## config.mk

```make
export PLATFORM = sky130hd
export DESIGN_NAME = ctr_sequencer
export DESIGN_NICKNAME = d
export VERILOG_FILES = /design/src/rtl/ctr_pkg.sv /design/src/rtl/ctr_prescaler.sv /design/src/rtl/ctr_sequencer.sv
export SDC_FILE = /design/constraint.sdc
export NUM_CORES = 1
export LEC_CHECK = 0
export CORE_ASPECT_RATIO = 1.5
export CORE_UTILIZATION = 40
export CTS_CLUSTER_DIAMETER = 50
export DETAILED_ROUTE_END_ITERATION = 6
export PLACE_DENSITY = 0.76
export RECOVER_POWER = 100
export SLEW_MARGIN = 10
export SYNTH_ARGS = -nofsm -noshare
export SYNTH_HDL_FRONTEND = slang
export SYNTH_SLANG_ARGS = --single-unit
```

## constraint.sdc

```tcl
create_clock -name CLKEXT -period 2.55 [get_ports CLKEXT]
set_clock_uncertainty 0.2 [all_clocks]
set_input_delay 0.6375 -clock CLKEXT [delete_from_list [all_inputs] [get_ports CLKEXT]]
set_output_delay 0.6375 -clock CLKEXT [all_outputs]
set_load 0.02 [all_outputs]
```

## src/rtl/ctr_pkg.sv

```systemverilog
// Shared types and constants for the NPU down-counter sequencer.
package ctr_pkg;

  localparam int CNT_W = 16;
  localparam logic [CNT_W-1:0] RELOAD_RST_DEF = 16'hFFFF;

  typedef enum logic [1:0] {
    ST_IDLE = 2'b00,
    ST_LOAD = 2'b01,
    ST_RUN  = 2'b10,
    ST_DONE = 2'b11
  } ctr_state_t;

endpackage

```

## src/rtl/ctr_prescaler.sv

```systemverilog
// Tick divider for the counter: asserts tick every PRESC+1 enabled cycles.
// Present only when NPU_CTR_PRESCALE_EN is defined.
`ifdef NPU_CTR_PRESCALE_EN
module ctr_prescaler #(
  parameter int PRESC_W = 4
) (
  input  logic               CLKEXT,
  input  logic               RST_N,
  input  logic               clr,
  input  logic               en,
  input  logic [PRESC_W-1:0] presc,
  output logic               tick
);

  logic [PRESC_W-1:0] div_q;

  assign tick = en && (div_q == presc);

  always_ff @(posedge CLKEXT or negedge RST_N) begin
    if (!RST_N)    div_q <= '0;
    else if (clr)  div_q <= '0;
    else if (en)   div_q <= tick ? '0 : div_q + 1'b1;
  end

endmodule
`endif

```

## src/rtl/ctr_sequencer.sv

```systemverilog
// Load/run/terminate controller for the NPU 16-bit down-counter.
// Optional tick prescaler enabled by defining NPU_CTR_PRESCALE_EN.
module ctr_sequencer
  import ctr_pkg::*;
#(
`ifdef NPU_CTR_PRESCALE_EN
  parameter int PRESC_W = 4,
`endif
  parameter logic [CNT_W-1:0] RELOAD_RST = RELOAD_RST_DEF
) (
  input  logic             CLKEXT,
  input  logic             RST_N,
  input  logic [7:0]       DB,
  input  logic [7:0]       DD,
  input  logic             LD_HI,
  input  logic             LD_LO,
  input  logic             START,
  input  logic             STOP,
  input  logic             MODE,
  input  logic             IRQ_CLR,
`ifdef NPU_CTR_PRESCALE_EN
  input  logic [PRESC_W-1:0] PRESC,
`endif
  output logic             CTR_OUT,
  output logic             IRQ,
  output logic             BUSY,
  output logic [CNT_W-1:0] CNT,
  output logic [1:0]       STATE
);

  ctr_state_t       state_q, state_d;
  logic [CNT_W-1:0] reload_q, cnt_d;
  logic             mode_q, mode_d;
  logic             tick, term;

  always_ff @(posedge CLKEXT or negedge RST_N) begin
    if (!RST_N) begin
      reload_q <= RELOAD_RST;
    end else begin
      if (LD_HI) reload_q[15:8] <= DB;
      if (LD_LO) reload_q[7:0]  <= DD;
    end
  end

`ifdef NPU_CTR_PRESCALE_EN
  // Restart the divider on load and on every auto-reload so each period is whole.
  logic presc_clr;
  assign presc_clr = (state_q == ST_LOAD) || (term && mode_q);

  ctr_prescaler #(.PRESC_W(PRESC_W)) u_presc (
    .CLKEXT (CLKEXT),
    .RST_N  (RST_N),
    .clr    (presc_clr),
    .en     (state_q == ST_RUN),
    .presc  (PRESC),
    .tick   (tick)
  );
`else
  assign tick = 1'b1;
`endif

  always_comb begin
    state_d = state_q;
    cnt_d   = CNT;
    mode_d  = mode_q;
    term    = 1'b0;
    if (STOP) begin
      state_d = ST_IDLE;
    end else begin
      unique case (state_q)
        ST_IDLE, ST_DONE: if (START && reload_q != '0) state_d = ST_LOAD;
        ST_LOAD: begin
          cnt_d   = reload_q;
          mode_d  = MODE;
          state_d = ST_RUN;
        end
        ST_RUN: begin
          // A zero count (reload cleared mid-flight) saturates rather than wrapping.
          if (tick && CNT != '0) begin
            if (CNT == CNT_W'(1)) begin
              term = 1'b1;
              if (mode_q) begin
                cnt_d = reload_q;
              end else begin
                cnt_d   = '0;
                state_d = ST_DONE;
              end
            end else begin
              cnt_d = CNT - 1'b1;
            end
          end
        end
        default: ;
      endcase
    end
  end

  always_ff @(posedge CLKEXT or negedge RST_N) begin
    if (!RST_N) begin
      state_q <= ST_IDLE;
      CNT     <= '0;
      mode_q  <= 1'b0;
      CTR_OUT <= 1'b0;
      IRQ     <= 1'b0;
    end else begin
      state_q <= state_d;
      CNT     <= cnt_d;
      mode_q  <= mode_d;
      CTR_OUT <= term;
      IRQ     <= term || (IRQ && !IRQ_CLR);
    end
  end

  assign BUSY  = (state_q == ST_LOAD) || (state_q == ST_RUN);
  assign STATE = state_q;

endmodule

```

After elaboration in Yosys (flattened, before gate mapping). Index checks and enable logic that the tools add are counted.

Register bits: 37. Input bits: 24. Output and inout port bits: 21. Logic and storage cells: 45.

Add/sub/neg operators: 1. Equal/unequal tests: 9. Muxes and demuxes: 14. Bitwise gates (word level): 1. Reductions and logical operators: 13.

Operators by type and width (count): $mux W16 (3); $pmux W16 S2 (1); $reduce_bool A16 Y1 (2); $eq A16 B1 Y1 const B (1); $sub A16 B1 Y16 const B (1); $ne A3 B3 Y1 const B (4); $mux W2 (5); $pmux W2 S3 (1); $eq A2 B2 Y1 const B (2); $mux W1 (4); $reduce_and A4 Y1 (1); $reduce_and A3 Y1 (1); $eq A2 B1 Y1 const B (1); $logic_and A1 B1 Y1 (2); $logic_not A2 Y1 (1); $logic_or A1 B1 Y1 (2); $ne A2 B2 Y1 const B (1); $reduce_and A2 Y1 (1); $reduce_bool A2 Y1 (1); $reduce_or A2 Y1 (1); $logic_not A1 Y1 (1); $not A1 Y1 (1).

Logic depth before layout (Yosys ltp).
Word-level depth: 6. Gate-level depth with buffers: 8.

Worst setup path after synthesis. OpenSTA, ideal clock, no wires.

Path kind: flip-flop to flip-flop. Start point: register CNT[1]. End point: register state_q[0], in the netlist STATE[0]. Arrival time: 1845 ps. Data required time: 2223 ps. Path slack: 378 ps. Stages on the path, launching flop included: 8. Path buffers: 0. Cell sequence: dfrtp_1 -> inv_1 -> ha_1 -> nor4b_2 -> nand4_1 -> o21ai_1 -> a21boi_2 -> mux2_1.

Longest elaborated chain between the ends: 3. Elaborated cells on any way between the ends: 5. Classes of those cells: eq/ne: 3; reduce/logical: 2.

Ends and longest elaborated chain: from (decl) (RTL line ctr_sequencer.sv:27) `output logic [CNT_W-1:0] CNT,`; from (signal assigned) (RTL line ctr_sequencer.sv:107) `CNT <= cnt_d;`; $eq A16 B1 Y1 or $reduce_bool A16 Y1 (tied branches) (RTL line ctr_sequencer.sv:80, ctr_sequencer.sv:79); $ne A3 B3 Y1 (no source line); $reduce_and A4 Y1 (no source line) (*); to (signal assigned) (RTL line ctr_sequencer.sv:106) `state_q <= state_d;`; to (decl) (RTL line ctr_sequencer.sv:31) `ctr_state_t state_q, state_d;`.

Every way passes the cells marked *; elsewhere a longest branch is shown, timed or not. A chain may end at the register's enable or synchronous reset.

Worst setup path after layout.
Start point: register CNT[1]. End point: register CNT[10].

Longest elaborated chain between the ends: 4. Elaborated cells on any way between the ends: 8. Classes of those cells: add/sub: 1; eq/ne: 2; mux: 3; reduce/logical: 2.

Ends and longest elaborated chain: $sub A16 B1 Y16 or $eq A16 B1 Y1 (tied branches) (RTL line ctr_sequencer.sv:89, ctr_sequencer.sv:80); $mux W16 (RTL line ctr_sequencer.sv:80) `if (CNT == CNT_W'(1)) begin`; $mux W16 (RTL line ctr_sequencer.sv:79) `if (tick && CNT != '0) begin`; $pmux W16 S2 (RTL line ctr_sequencer.sv:70) `unique case (state_q)`.

Several ways; a longest one is shown, not always the timed one. The select of a mux whose other input is x is not followed.

==> results.yml <==
cells_and_area:
  drive_above_1_share_pct: 24.6
  syn2layout_area_growth_pct: 27.7
  register_area_um2: 946
  final_nets: 281
  multiInputGateArea_um2: 1020
  final_cell_area_um2: 2650
  fill_cells: 462
  diodes: 0
synthesis:
  synthDistinctLibCells: 45
  ys_seq_elements: 37
  synthCells: 202
  synth_flop_cell: "dfrtp_1"
  synth_largest_area_cell: "dfrtp_1"
  syn_nets: 232
  synthArstFlopShare_pct: 100
  yosys_warnings: 0
  synth_edf_count: 0
  synth_area_um2: 2070
  synth_common_cells: "25 x o21ai_1, 22 x nor2_1, 21 x dfrtp_1"
  yosysTopAreaCellShare_pct: 25.3
  yosysSeqAreaShare_pct: 45.6
  synth_area_leaders: "dfrtp_1 25%, dfstp_2 20%, mux2_2 8.7%, o21ai_1 6.0%, nor2_1 4.0%"
  postSynthAreaPerCell_um2: 10.3
  yosysMostFrequentCell: "o21ai_1"
floorplan:
  chipHeight_um: 90.2
  fp.dieW_um: 60.8
  core_region_area_um2: 4930
  rows: 31
  initial_core_util_pct: 42.1
  die-area_um2: 5480
  ioPinCount: 45
clock_network:
  clk_path_buf_depth: 2
  clk_latency_ns: 0.30
  cts_setup_buffers: 0
  root_buffer: "clkbuf_8"
  cts-hold-fix-buffers: 0
  ctsResizeCount: 1
  cts_tree: "built"
  cts.clk_slew.worst_paths_ns: 0.07
  cts_inserted_buffers: 5
  cts.sinks: 37
  htreeDepth: 2
global_routing:
  grt_pass1_wl_mm: 8.05
  grt_max_degree: 38
  antenna_found_initial: 0
  overflow: 0
  grt_pass1_vias: 1690
  grt_use_total_pct: 19.6
routing:
  drtAntennaViolNets: 0
  routed_wl_mm: 4.79
  dr.first_iter.drc_count: 89
  avgRoutedWirePerCell_um: 15.1
  route.detailed.drc: 0
  route.vias.total: 1772
  via_per_inst: 5.57
  first_pass_iters: 4
power:
  internal_power_mw: 1.58
  power_density_nw_per_um2: 1050
  leakagePower_nw: 1.06
  power_switching_mw: 1.20
  ir_worst_vdd_uv: 434
  p_clk_share_pct: 15.5
  p_sw_share_pct: 43.3
  p_seq_share_pct: 36.3
  comb_power_share_pct: 48.2
timing:
  setup-tns-final_ns: 0
  setup_viol: 0
  max_freq_mhz: 421
  relSlewSlack_pct: 39.5
  hold_viol: 0
  rsz0062_at_grt: "false"
  fin_crit_sh_pct: 93.2
  period_needed_ns: 2.38
  worst-slew-pin-transition_ns: 0.908
  maxSlewViolCount: 0
worst_setup_path:
  arrival_ns: 2.36
  start_kind: "flip-flop"
  path_max_fanout: 25
  crit_path_end_kind: "flip-flop"
  required_ns: 2.53
  path_class: "flip-flop to flip-flop"
min_path:
  min_path_type: "flip-flop to flip-flop"
placed_design:
  place_congestion: 0.929
  place_area_um2: 2580
  dp_hpwl_mm: 3.53
  io_buffers: 44
run_status:
  outcome: "finished, final reports clean"
flow_run:
  maxCapViolCount: 0
## power groups by stage
stage                     combinational, mW  sequential (mW)  clock, mW
after floorplan                       0.776             1.14          0
after global placement                 1.40             1.02          0
after detailed placement               1.42             1.02          0
after CTS                              1.42             1.01      0.432
after global routing                   1.46             1.05      0.456
final                                  1.34             1.01      0.430
## registers in the layout, summed over array words and instances (netlist names)
signal,cells
CTR_OUT,1
reload_q,16
STATE,2
CNT,16
mode_q,1
IRQ,1
## per-layer routing
layer  up-vias  global-route usage [%]  routed length [um]
met5         -                       0                   0
met4         0                    8.71                 136
met3        13                    4.17                 220
met2        43                    31.9                2490
met1       859                    24.2                1940
li1        857                       -                   -
## layout by cell type (no fill, tap or decap), types with 2 or more instances in the layout
cell type | Yosys | final
a31o_2 | 2 | 2
dfrtp_1 | 21 | 21
o21ai_1 | 25 | 14
or4_4 | 2 | 2
ha_1 | 6 | 6
nand3_1 | 2 | 2
nand4_1 | 3 | 3
or4_1 | 3 | 3
nor3_1 | 4 | 4
a21oi_2 | 2 | 2
mux2_2 | 16 | 16
a22oi_1 | 5 | 5
nor3_2 | 2 | 2
o21ai_0 | 1 | 12
nand2_1 | 6 | 6
nor2_1 | 22 | 22
clkbuf_1 | 2 | 3
inv_1 | 10 | 10
nor4_1 | 7 | 7
and3_1 | 2 | 2
a21oi_1 | 14 | 14
dlygate4sd3_1 | 0 | 23
a211oi_1 | 0 | 2
clkbuf_8 | 0 | 6
clkdlybuf4s50_1 | 0 | 20
buf_4 | 3 | 4
o22ai_1 | 2 | 2
dfstp_2 | 16 | 16
## stage by stage
| step | std cells | total power [mW] | worst slack (ns) | utilization (%) | hold slack (ns) |
|---|---|---|---|---|---|
| 2_1_floorplan | 202 | 1.91 | 0.378 | - | 0.142 |
| 3_3_place_gp | 310 | 2.42 | 0.116 | 52.3 | 0.325 |
| 3_5_place_dp | 310 | 2.44 | 0.106 | 52.3 | 0.338 |
| 4_1_cts | 318 | 2.87 | 0.190 | 54.1 | 0.349 |
| 5_1_grt | 318 | 2.96 | 0.0330 | 53.8 | 0.359 |
| 6_report | 318 | 2.78 | 0.172 | 53.8 | 0.341 |
## area by class of cell
| type | count | area share, % |
|---|---|---|
| clock buffer | 8 | 3.40 |
| inverter | 10 | 1.42 |
| multi-input combinational | 147 | 38.3 |
| sequential | 37 | 35.7 |
| tap | 66 | 3.12 |
| timing repair buffer | 50 | 18.0 |
## cells by family after synthesis
family          after synthesis  synth area share (%)
compound gates               63                  19.9
simple gates                 61                  16.7
flops                        37                  45.6
buf+inv                      18                  4.95
mux                          17                  9.23
fa+ha+maj                     6                  3.62
## critical path, cell delays in order (launching register included)
cell     delay, ns
dfrtp_1       0.40
inv_1         0.14
ha_1          0.17
nor4b_2       0.33
a41o_2        0.55
nor2_1        0.19
a22oi_1       0.18
o21ai_1       0.08
## path summary, 6_finish.rpt
check | cells after the start | startpoint | slack (ns) | end
setup / recovery | 7 | CNT[1]$_DFFE_PN0P_ | 0.17 | CNT[10]$_DFFE_PN0P_
hold / removal | 2 | IRQ$_DFF_PN0_ | 0.34 | IRQ$_DFF_PN0_
setup reg to reg | 7 | CNT[1]$_DFFE_PN0P_ | 0.17 | CNT[10]$_DFFE_PN0P_
hold reg to reg | 2 | IRQ$_DFF_PN0_ | 0.34 | IRQ$_DFF_PN0_
max in group asynchronous | 2 | RST_N | 0.79 | CNT[8]$_DFFE_PN0P_
min in group asynchronous | 2 | RST_N | 0.79 | CNT[4]$_DFFE_PN0P_
Power figures use the tool's default switching activity.
